$ cat src/rtl/vga_sync_gen.sv
// vga_sync_gen: free-running VGA raster timing generator.
// Default timing is 640x480@60 from a 25 MHz pixel clock (800x525 total).
//
// Ports:
//   clk_25      in   pixel clock, all logic on the rising edge
//   reset       in   asynchronous reset, active-high
//   h_count     out  pixel column, 0..H_TOTAL-1
//   v_count     out  line, 0..V_TOTAL-1
//   bright      out  1 inside the visible area
//   hsync       out  horizontal sync, asserted level = SYNC_POL
//   vsync       out  vertical sync, asserted level = SYNC_POL
//   line_start  out  1-cycle pulse when h_count == 0
//   frame_start out  1-cycle pulse when h_count == 0 and v_count == 0
//
// Every output is a flop. The decodes are taken from the next-state counts,
// so they line up with the counts presented in the same cycle.
module vga_sync_gen #(
  parameter int unsigned H_VISIBLE = 640,
  parameter int unsigned H_FRONT   = 16,
  parameter int unsigned H_SYNC    = 96,
  parameter int unsigned H_BACK    = 48,
  parameter int unsigned V_VISIBLE = 480,
  parameter int unsigned V_FRONT   = 10,
  parameter int unsigned V_SYNC    = 2,
  parameter int unsigned V_BACK    = 33,
  parameter int unsigned SYNC_POL  = 0
) (
  input  logic       clk_25,
  input  logic       reset,
  output logic [9:0] h_count,
  output logic [9:0] v_count,
  output logic       bright,
  output logic       hsync,
  output logic       vsync,
  output logic       line_start,
  output logic       frame_start
);

  localparam int unsigned H_TOTAL  = H_VISIBLE + H_FRONT + H_SYNC + H_BACK;
  localparam int unsigned V_TOTAL  = V_VISIBLE + V_FRONT + V_SYNC + V_BACK;
  localparam int unsigned HS_START = H_VISIBLE + H_FRONT;
  localparam int unsigned HS_END   = HS_START + H_SYNC;
  localparam int unsigned VS_START = V_VISIBLE + V_FRONT;
  localparam int unsigned VS_END   = VS_START + V_SYNC;
  localparam logic        SYNC_ON  = 1'(SYNC_POL);
  localparam logic        SYNC_OFF = ~SYNC_ON;

  // Counters are 10 bits wide, so larger totals cannot be represented.
  if (H_TOTAL > 1024 || V_TOTAL > 1024) begin : g_bad_totals
    $error("vga_sync_gen: H_TOTAL and V_TOTAL must not exceed 1024");
  end

  logic [9:0] h_count_q, h_count_d;
  logic [9:0] v_count_q, v_count_d;
  logic       bright_q, bright_d;
  logic       hsync_q, hsync_d;
  logic       vsync_q, vsync_d;
  logic       line_start_q, line_start_d;
  logic       frame_start_q, frame_start_d;
  logic       h_wrap;
  logic [10:0] h_ext, v_ext;

  // Next counts, then every decode from those next counts.
  always_comb begin
    h_wrap    = (h_count_q == 10'(H_TOTAL - 1));
    h_count_d = h_wrap ? 10'd0 : h_count_q + 10'd1;
    v_count_d = v_count_q;
    if (h_wrap) begin
      v_count_d = (v_count_q == 10'(V_TOTAL - 1)) ? 10'd0 : v_count_q + 10'd1;
    end

    h_ext = {1'b0, h_count_d};
    v_ext = {1'b0, v_count_d};

    bright_d      = (h_ext < 11'(H_VISIBLE)) && (v_ext < 11'(V_VISIBLE));
    hsync_d       = ((h_ext >= 11'(HS_START)) && (h_ext < 11'(HS_END))) ? SYNC_ON : SYNC_OFF;
    vsync_d       = ((v_ext >= 11'(VS_START)) && (v_ext < 11'(VS_END))) ? SYNC_ON : SYNC_OFF;
    line_start_d  = (h_count_d == 10'd0);
    frame_start_d = (h_count_d == 10'd0) && (v_count_d == 10'd0);
  end

  // Reset parks the counts on the last pixel so the first edge lands on (0,0).
  always_ff @(posedge clk_25 or posedge reset) begin
    if (reset) begin
      h_count_q     <= 10'(H_TOTAL - 1);
      v_count_q     <= 10'(V_TOTAL - 1);
      bright_q      <= 1'b0;
      hsync_q       <= SYNC_OFF;
      vsync_q       <= SYNC_OFF;
      line_start_q  <= 1'b0;
      frame_start_q <= 1'b0;
    end else begin
      h_count_q     <= h_count_d;
      v_count_q     <= v_count_d;
      bright_q      <= bright_d;
      hsync_q       <= hsync_d;
      vsync_q       <= vsync_d;
      line_start_q  <= line_start_d;
      frame_start_q <= frame_start_d;
    end
  end

  assign h_count     = h_count_q;
  assign v_count     = v_count_q;
  assign bright      = bright_q;
  assign hsync       = hsync_q;
  assign vsync       = vsync_q;
  assign line_start  = line_start_q;
  assign frame_start = frame_start_q;

endmodule

$ cat config.mk
export PLATFORM = sky130hd
export DESIGN_NAME = vga_sync_gen
export DESIGN_NICKNAME = d
export VERILOG_FILES = /design/src/rtl/vga_sync_gen.sv
export SDC_FILE = /design/constraint.sdc
export NUM_CORES = 1
export LEC_CHECK = 0
export BUFFER_PORTS_ARGS = -buffer_cell sky130_fd_sc_hd__clkbuf_2
export CORE_UTILIZATION = 40
export CTS_BUF_LIST = sky130_fd_sc_hd__clkbuf_8 sky130_fd_sc_hd__clkbuf_16
export DETAILED_ROUTE_END_ITERATION = 7
export PLACE_DENSITY_LB_ADDON = 0.2
export SETUP_SLACK_MARGIN = 0.15
export SYNTH_ARGS = -nofsm -noshare
export SYNTH_HDL_FRONTEND = slang
export SYNTH_SLANG_ARGS = --single-unit
$ cat constraint.sdc
create_clock -name clk_25 -period 8.1 [get_ports clk_25]
set_clock_uncertainty 0.2 [all_clocks]
set_input_delay 1.215 -clock clk_25 [delete_from_list [all_inputs] [get_ports clk_25]]
set_output_delay 1.215 -clock clk_25 [all_outputs]
set_load 0.05 [all_outputs]
[Yosys cells after proc, flatten, opt, wreduce, memory -nomap -nowiden]
Index checks and enable logic that the tools add are counted.
Cells by class
  add/sub/neg operators: 2
  $lt $le $gt $ge: 6
  equal/unequal tests: 2
  multiplexer cells: 5
  reductions and logical operators: 6
Operators with widths (number)
  two-way mux 10 bit: 3
  adder 10 x 1 -> 10 bit, second input constant: 2
  equality test 10 bit, second input constant: 2
  zero test 10 bit: 2
  < comparator 10 bit, second input constant: 2
  < comparator 10 x 9 -> 1 bit, second input constant: 2
  greater-or-equal comparator 10 bit, second input constant: 1
  greater-or-equal comparator 10 x 9 -> 1 bit, second input constant: 1
  logical AND 1 bit: 4
  two-way mux 1 bit: 2
Storage, ports and cells
  register bits: 25
  bits of input ports: 2
  output and inout bits: 25
  word-level logic and storage cells: 28

[Longest topological paths before layout]
Gate-level depths: netlist (run 1).
  depth in word-level cells: 6
  mapped depth: 10
  mapped depth without buffers: 9

[Worst setup path before layout (run 1)]
OpenSTA, ideal clock, no wires.
  path kind: register to register
  start point: register h_count_q[0], in the netlist h_count[0]
  end point: register frame_start_q, in the netlist frame_start
  library setup time: 120 ps
  arrival time: 2577 ps
  slack: 5203 ps
  cell stages (with the launch flop): 9
  period minus slack after synthesis: 2897 ps
  path through: dfstp_2 -> ha_1 -> nand4_1 -> or3_1 -> buf_6 -> nor4_4 -> xnor2_1 -> and4b_1 -> and4_1
Between the ends
  cells in the longest elaborated chain, start to end: 4
  elaborated cells between the ends (all ways): 7
  those cells by class: add/sub (1); eq/ne (1); mux (2); reduce/logical (3)
Ends and longest elaborated chain
  from (decl): RTL line 53  | logic [9:0] h_count_q, h_count_d;
  from (signal assigned): RTL line 85  | h_count_q <= 10'(H_TOTAL - 1);
  from (signal assigned): RTL line 93  | h_count_q <= h_count_d;
  adder 10 x 1 -> 10 bit / equality test 10 bit (equally long branches): RTL line 66, 65
  two-way mux 10 bit (on tied branches): RTL line 66, 68
  zero test 10 bit: RTL line 79  | frame_start_d = (h_count_d == 10'd0) && (v_count_d == 10'd0);
  logical AND 1 bit (*): RTL line 79
  net frame_start_d: RTL line 59  | logic frame_start_q, frame_start_d;
  to (signal assigned): RTL line 99  | frame_start_q <= frame_start_d;
  to (decl): RTL line 59
The timed path passes the listed nets; every way through them passes the cells marked *.

[Worst setup path in the final report (run 1)]
  start point: register h_count_q[0], in the netlist h_count[0]
  end point: register vsync_q, in the netlist vsync
Between the ends
  cells in the longest elaborated chain, start to end: 5
  elaborated cells between the ends (all ways): 6
  those cells by class: order compare (2); eq/ne (1); mux (2); reduce/logical (1)
Ends and longest elaborated chain
  equality test 10 bit (*): RTL line 65  | h_wrap = (h_count_q == 10'(H_TOTAL - 1));
  two-way mux 10 bit (*): RTL line 68  | if (h_wrap) begin
  greater-or-equal comparator 10 x 9 -> 1 bit / < comparator 10 x 9 -> 1 bit (equally long branches): RTL line 77  | vsync_d = ((v_ext >= 11'(VS_START)) && (v_ext < 11'(VS_END))) ? SYNC_ON : SYNC_OFF;
  logical AND 1 bit (*): RTL line 77
  two-way mux 1 bit (*): RTL line 77
  net vsync_d: RTL line 57  | logic vsync_q, vsync_d;
  to (signal assigned): RTL line 97  | vsync_q <= vsync_d;
  to (decl): RTL line 57
Marked as above.

==> results of run 1 <==
-- cell type report --
type	count	area (sq um)
clock buffer	3	41.3
inverter	10	37.5
fill	339	1750
multi-input combinational	104	703
timing repair buffer	26	130
tap	46	57.6
clock inverter	1	5.00
sequential	25	641
-- layout by cell type (no fill, tap or decap), types with 4 or more instances in the layout --
cell | Yosys | final
clkbuf_2 | 1 | 26
dfrtp_1 | 13 | 13
dfstp_2 | 12 | 12
inv_1 | 10 | 10
nand2_1 | 11 | 11
nand3_1 | 13 | 13
nor2_1 | 9 | 9
nor3_1 | 6 | 6
o21ai_0 | 5 | 5
xnor2_1 | 4 | 4
xor2_1 | 7 | 7
-- sequential cells by signal, indices dropped and copies added, names as in the netlist --
| signal | cells |
|---|---|
| v_count | 10 |
| bright | 1 |
| vsync | 1 |
| line_start | 1 |
| frame_start | 1 |
| hsync | 1 |
| h_count | 10 |
-- logic make-up after synthesis --
logic type	count (synthesis)	synth area share (%)
AO/OA/AOI/OAI	21	10.1
XOR/XNOR	11	6.77
adder cells (fa/ha/maj)	3	2.64
buffers and inverters	15	5.62
flip-flops	25	45.0
multiplexers	3	2.20
AND/OR/NAND/NOR	66	27.7
-- per-layer routing --
metal,up-vias,track usage (%),part of all wire (%)
met3,4,3.15,4.4
met4,0,4.76,0.89
li1,568,-,-
met1,551,27.0,52
met5,-,0,0
met2,33,26.9,43
-- worst max-delay path, cell delays in order (launching register included) --
cell     delay (ns)
dfstp_2        0.57
ha_1           0.28
nand4_1        0.35
nor4_1         0.57
nand4_1        0.20
xor2_1         0.21
nor4_1         0.41
nand3_1        0.14
-- per-stage QoR --
| step | utilization (%) | instances |
|---|---|---|
| after floorplan | - | 144 |
| after global placement | 46.7 | 211 |
| after detailed placement | 46.7 | 211 |
| after CTS | 48.0 | 215 |
| after global routing | 48.0 | 215 |
| final | 48.0 | 215 |
-- how the worst max path moves through the flow --
stage               startpoint          end  slack [ns]  cells past startpoint
global placement    h_count[0]       bright        5.17                      7
floorplan           h_count[0]  frame_start        5.20                      8
finish              h_count[0]        vsync        5.07                      7
global route        h_count[0]        vsync        4.79                      7
CTS                 h_count[0]       bright        5.08                      7
detailed placement  h_count[0]       bright        5.11                      7
-- power groups by stage --
| stage | registers (mW) | clock network, mW | logic, mW |
|---|---|---|---|
| 3_3_place_gp | 0.127 | 0 | 0.00269 |
| 4_1_cts | 0.125 | 0.0764 | 0.00275 |
| 2_1_floorplan | 0.127 | 0 | 0.00181 |
| 5_1_grt | 0.125 | 0.0820 | 0.00306 |
| 3_5_place_dp | 0.127 | 0 | 0.00275 |
| 6_report | 0.125 | 0.0742 | 0.00252 |
==> results_dict.tcl, run 1 <==
set metrics [dict create \
    htree_levels 1 \
    peakVddDrop_mv 0.0700 \
    synth_top_cells_by_area "dfrtp_1 (23%), dfstp_2 (22%), nand3_1 (4.6%), xor2_1 (4.3%), nor4_4 (3.0%)" \
    grt_pass1_wl_um 5020 \
    num_rows 21 \
    p_leak_nw 0.728 \
    r2r_setup_slack_ns 5.07 \
    reg2reg_to "vsync" \
    hold_depth 1 \
    syn_area_per_cell_sq_um 9.89 \
    fp.dieH_um 61.7 \
    power_switching_share_pct 20.9 \
    fmax_mhz 330 \
    ios 27 \
    antenna_left 0 \
    tritoncts "built" \
    routedWlPerCell_um 13.6 \
    slew_violations 0 \
    fin_setup_tns_ns 0 \
    syn-num-nets 149 \
    drc 0 \
    critPathKind "reg -> reg" \
    drive_gt1_share_pct 30.2 \
    endpoint_kind "register" \
    worst_pin_slew_ns 0.922 \
    dp_hpwl_um 2210 \
    yosysSeqAreaShare_pct 45.0 \
    crit_fanout 9 \
    switchingPower_mw 0.0421 \
    ys_types 43 \
    syn_inst 144 \
    synth_edf_count 0 \
    drt_first_pass_iters 4 \
    ys_warn_count 0 \
    worstPathRequired_ns 8.08 \
    internal_power_mw 0.160 \
    avgViaCountPerCell 5.38 \
    async_flop_share_pct 100 \
    die_w_um 61.7 \
    r2r-start "h_count[0]" \
    gp_congestion 0.876 \
    antenna_found_initial 0 \
    grt_use_total_pct 18.0 \
    root_buffer "clkbuf_8" \
    cts_setup_buffers 0 \
    grt_max_degree 26 \
    synth_top_cell_by_area "dfrtp_1" \
    slew_headroom_pct 38.5 \
    yosysTopAreaCellShare_pct 22.8 \
    place_area_sq_um 1570 \
    startpoint_type "register" \
    setup_viol 0 \
    core_sq_um 3360 \
    syn-cell-area_sq_um 1420 \
    ys_ff_latch 25 \
    clockBufferDepth 2 \
    cts.sinks 25 \
    pwr-share-seq_pct 62.0 \
    die_area_sq_um 3800 \
    numCtsBuffers 3 \
    min_from "h_count[0]" \
    arrival_ns 3.01 \
    cts.clk_slew.worst_paths_ns 0.09 \
    pwr-share-comb_pct 1.3 \
    min_to "h_count[0]" \
    cts-resized-gates 0 \
    holdCritPathClass "reg -> reg" \
    synth_common_cells "dfrtp_1 (13), nand3_1 (13), dfstp_2 (12)" \
    port_buffers 26 \
    total_power_mw 0.202 \
    clock_latency_ns 0.27 \
    p_per_area_nw_per_um2 125 \
    dominantRegCellSynth "dfrtp_1" \
    whs_ns 0.341 \
    nets 175 \
    cts_hold_buffers 0 \
    rsz0062_at_grt "no" \
    final_area_sq_um 1620 \
    dp_slack_ns 5.11 \
    min_period_ns 3.03 \
    period_share_pct 37.4 \
    status "finished clean" \
    start_util_pct 42.3 \
    grt_overflow_total 0 \
    rr_worst_depth 7 \
    drt-initial-drc-count 29 \
    totalWireLength_um 2930 \
    clockPowerShare_pct 36.8 \
    drv_cap 0 \
    num_vias 1156 \
    num_antenna_cells 0 \
    grt_pass1_vias 1064 \
    area.growth.synth_to_final_pct 13.4 \
    setup_ws_ns 5.07 \
    hold_viol 0 \
]
Power figures use the tool's default switching activity.
==> run 2, diff against run 1 <==
==> constraint.sdc (replaced) <==
create_clock -name clk_25 -period 2.61 [get_ports clk_25]
set_clock_uncertainty 0.2 [all_clocks]
set_input_delay 0.3915 -clock clk_25 [delete_from_list [all_inputs] [get_ports clk_25]]
set_output_delay 0.3915 -clock clk_25 [all_outputs]
set_load 0.05 [all_outputs]
==> results_dict.tcl, run 2 (synthesis results as in run 1) <==
set metrics [dict create \
    r2r-start "v_count[0]" \
    r2r_setup_slack_ns 0.14 \
    drive_gt1_share_pct 50.5 \
    area.growth.synth_to_final_pct 41.2 \
    setup_viol 0 \
    worstPathRequired_ns 2.62 \
    period_share_pct 94.5 \
    nets 204 \
    port_buffers 26 \
    grt_pass1_wl_um 5780 \
    grt_use_total_pct 21.2 \
    cts.clk_slew.worst_paths_ns 0.09 \
    dr_wl_met3_um 97 \
    fp.dieH_um 61.7 \
    p_per_area_nw_per_um2 313 \
    root_buffer "clkbuf_8" \
    routedWlPerCell_um 15.0 \
    clock_latency_ns 0.27 \
    num_rows 21 \
    endpoint_kind "register" \
    grt_pass1_vias 1262 \
    hold_depth 1 \
    min_to "h_count[4]" \
    fmax_mhz 405 \
    drt_first_pass_iters 4 \
    totalWireLength_um 3660 \
    place_area_sq_um 1770 \
    holdCritPathClass "reg -> reg" \
    antenna_found_initial 0 \
    rsz0062_at_grt "yes" \
    slew_violations 0 \
    topRoutingLayerUsed "met4" \
    stdcell_count 244 \
    critPathKind "reg -> reg" \
    startpoint_type "register" \
    clockBufferDepth 2 \
    drt-initial-drc-count 56 \
    rr_worst_depth 9 \
    worst_pin_slew_ns 0.716 \
    arrival_ns 2.47 \
    die_area_sq_um 3800 \
    dr_wl_met2_um 1810 \
    dp_hpwl_um 2710 \
    numCtsBuffers 3 \
    peakVddDrop_mv 0.248 \
    min_from "h_count[4]" \
    drv_cap 0 \
    htree_levels 1 \
    start_util_pct 42.3 \
    slew_headroom_pct 51.6 \
    placed_cells 232 \
    ios 27 \
    grt_overflow_total 0 \
    tritoncts "built" \
    status "finished clean" \
    core_sq_um 3360 \
    whs_ns 0.361 \
    drc 0 \
    num_vias 1320 \
    reg2reg_to "frame_start" \
    die_w_um 61.7 \
    avgViaCountPerCell 5.41 \
    p_leak_nw 0.895 \
    wl_met1_um 1730 \
    num_antenna_cells 0 \
    layout_common_cells "clkbuf_2 (26), buf_4 (26), nand3_1 (12), nand2_1 (11), dfrtp_1 (11)" \
    min_period_ns 2.47 \
    cts.sinks 25 \
    total_power_mw 0.630 \
    gp_congestion 0.941 \
    final_area_sq_um 2010 \
    hold_viol 0 \
    antenna_left 0 \
    final_core_util_pct 59.8 \
    crit_fanout 3 \
    grt_max_degree 16 \
]
run 2: metrics by stage:
stage | setup TNS [ns] | worst slack, ns
floorplan | -0.229 | -0.0892
global placement | 0 | 0.0452
detailed placement | -0.0144 | -0.0144
CTS | 0 | 0.114
global route | 0 | 0.0552
finish | 0 | 0.143
run 2: cell type report:
| class | instances | area [sq um] |
|---|---|---|
| multi-input combinational | 104 | 850 |
| inverter | 10 | 37.5 |
| clock buffer | 3 | 41.3 |
| timing repair buffer | 55 | 367 |
| sequential | 25 | 651 |
| tap | 46 | 57.6 |
| fill | 299 | 1350 |
| clock inverter | 1 | 7.51 |
run 2: report_power, final:
group / switching (mW) / internal [mW]
sequential: 0 / 0.388
clock: 0.124 / 0.108
combinational: 0.00765 / 0.00256
run 2: worst max path at each step:
stage	slack, ns	endpoint	start
after floorplan	-0.09	frame_start	h_count[1]
after global placement	0.05	frame_start	v_count[0]
after detailed placement	-0.01	frame_start	h_count[1]
after CTS	0.11	bright	h_count[0]
after global routing	0.06	frame_start	v_count[1]
final	0.14	frame_start	v_count[0]
run 2: critical path: stages, from the launching register on:
cell and delay, ns:
dfrtp_2 0.42, inv_2 0.07, ha_4 0.12, or4b_4 0.48
nor4_4 0.28, buf_4 0.17, a2bb2oi_4 0.16, o31ai_4 0.09
and4b_1 0.25, and4_1 0.18
run 2: timing repair:
action / CTS / global route
hold buffers: 1 / 0
pin swaps: 10 / 8
resized for setup: 9 / 13
endpoints found under the hold margin: 7 / 0
buffers inserted: 3 / 4
endpoints found under the setup margin: 3 / 3
run 2: per-layer routing:
layer | GRT usage [%] | vias to the layer above
li1 | - | 618
met1 | 29.5 | 673
met2 | 34.7 | 27
met3 | 2.52 | 2
met4 | 6.03 | 0
met5 | 0 | -
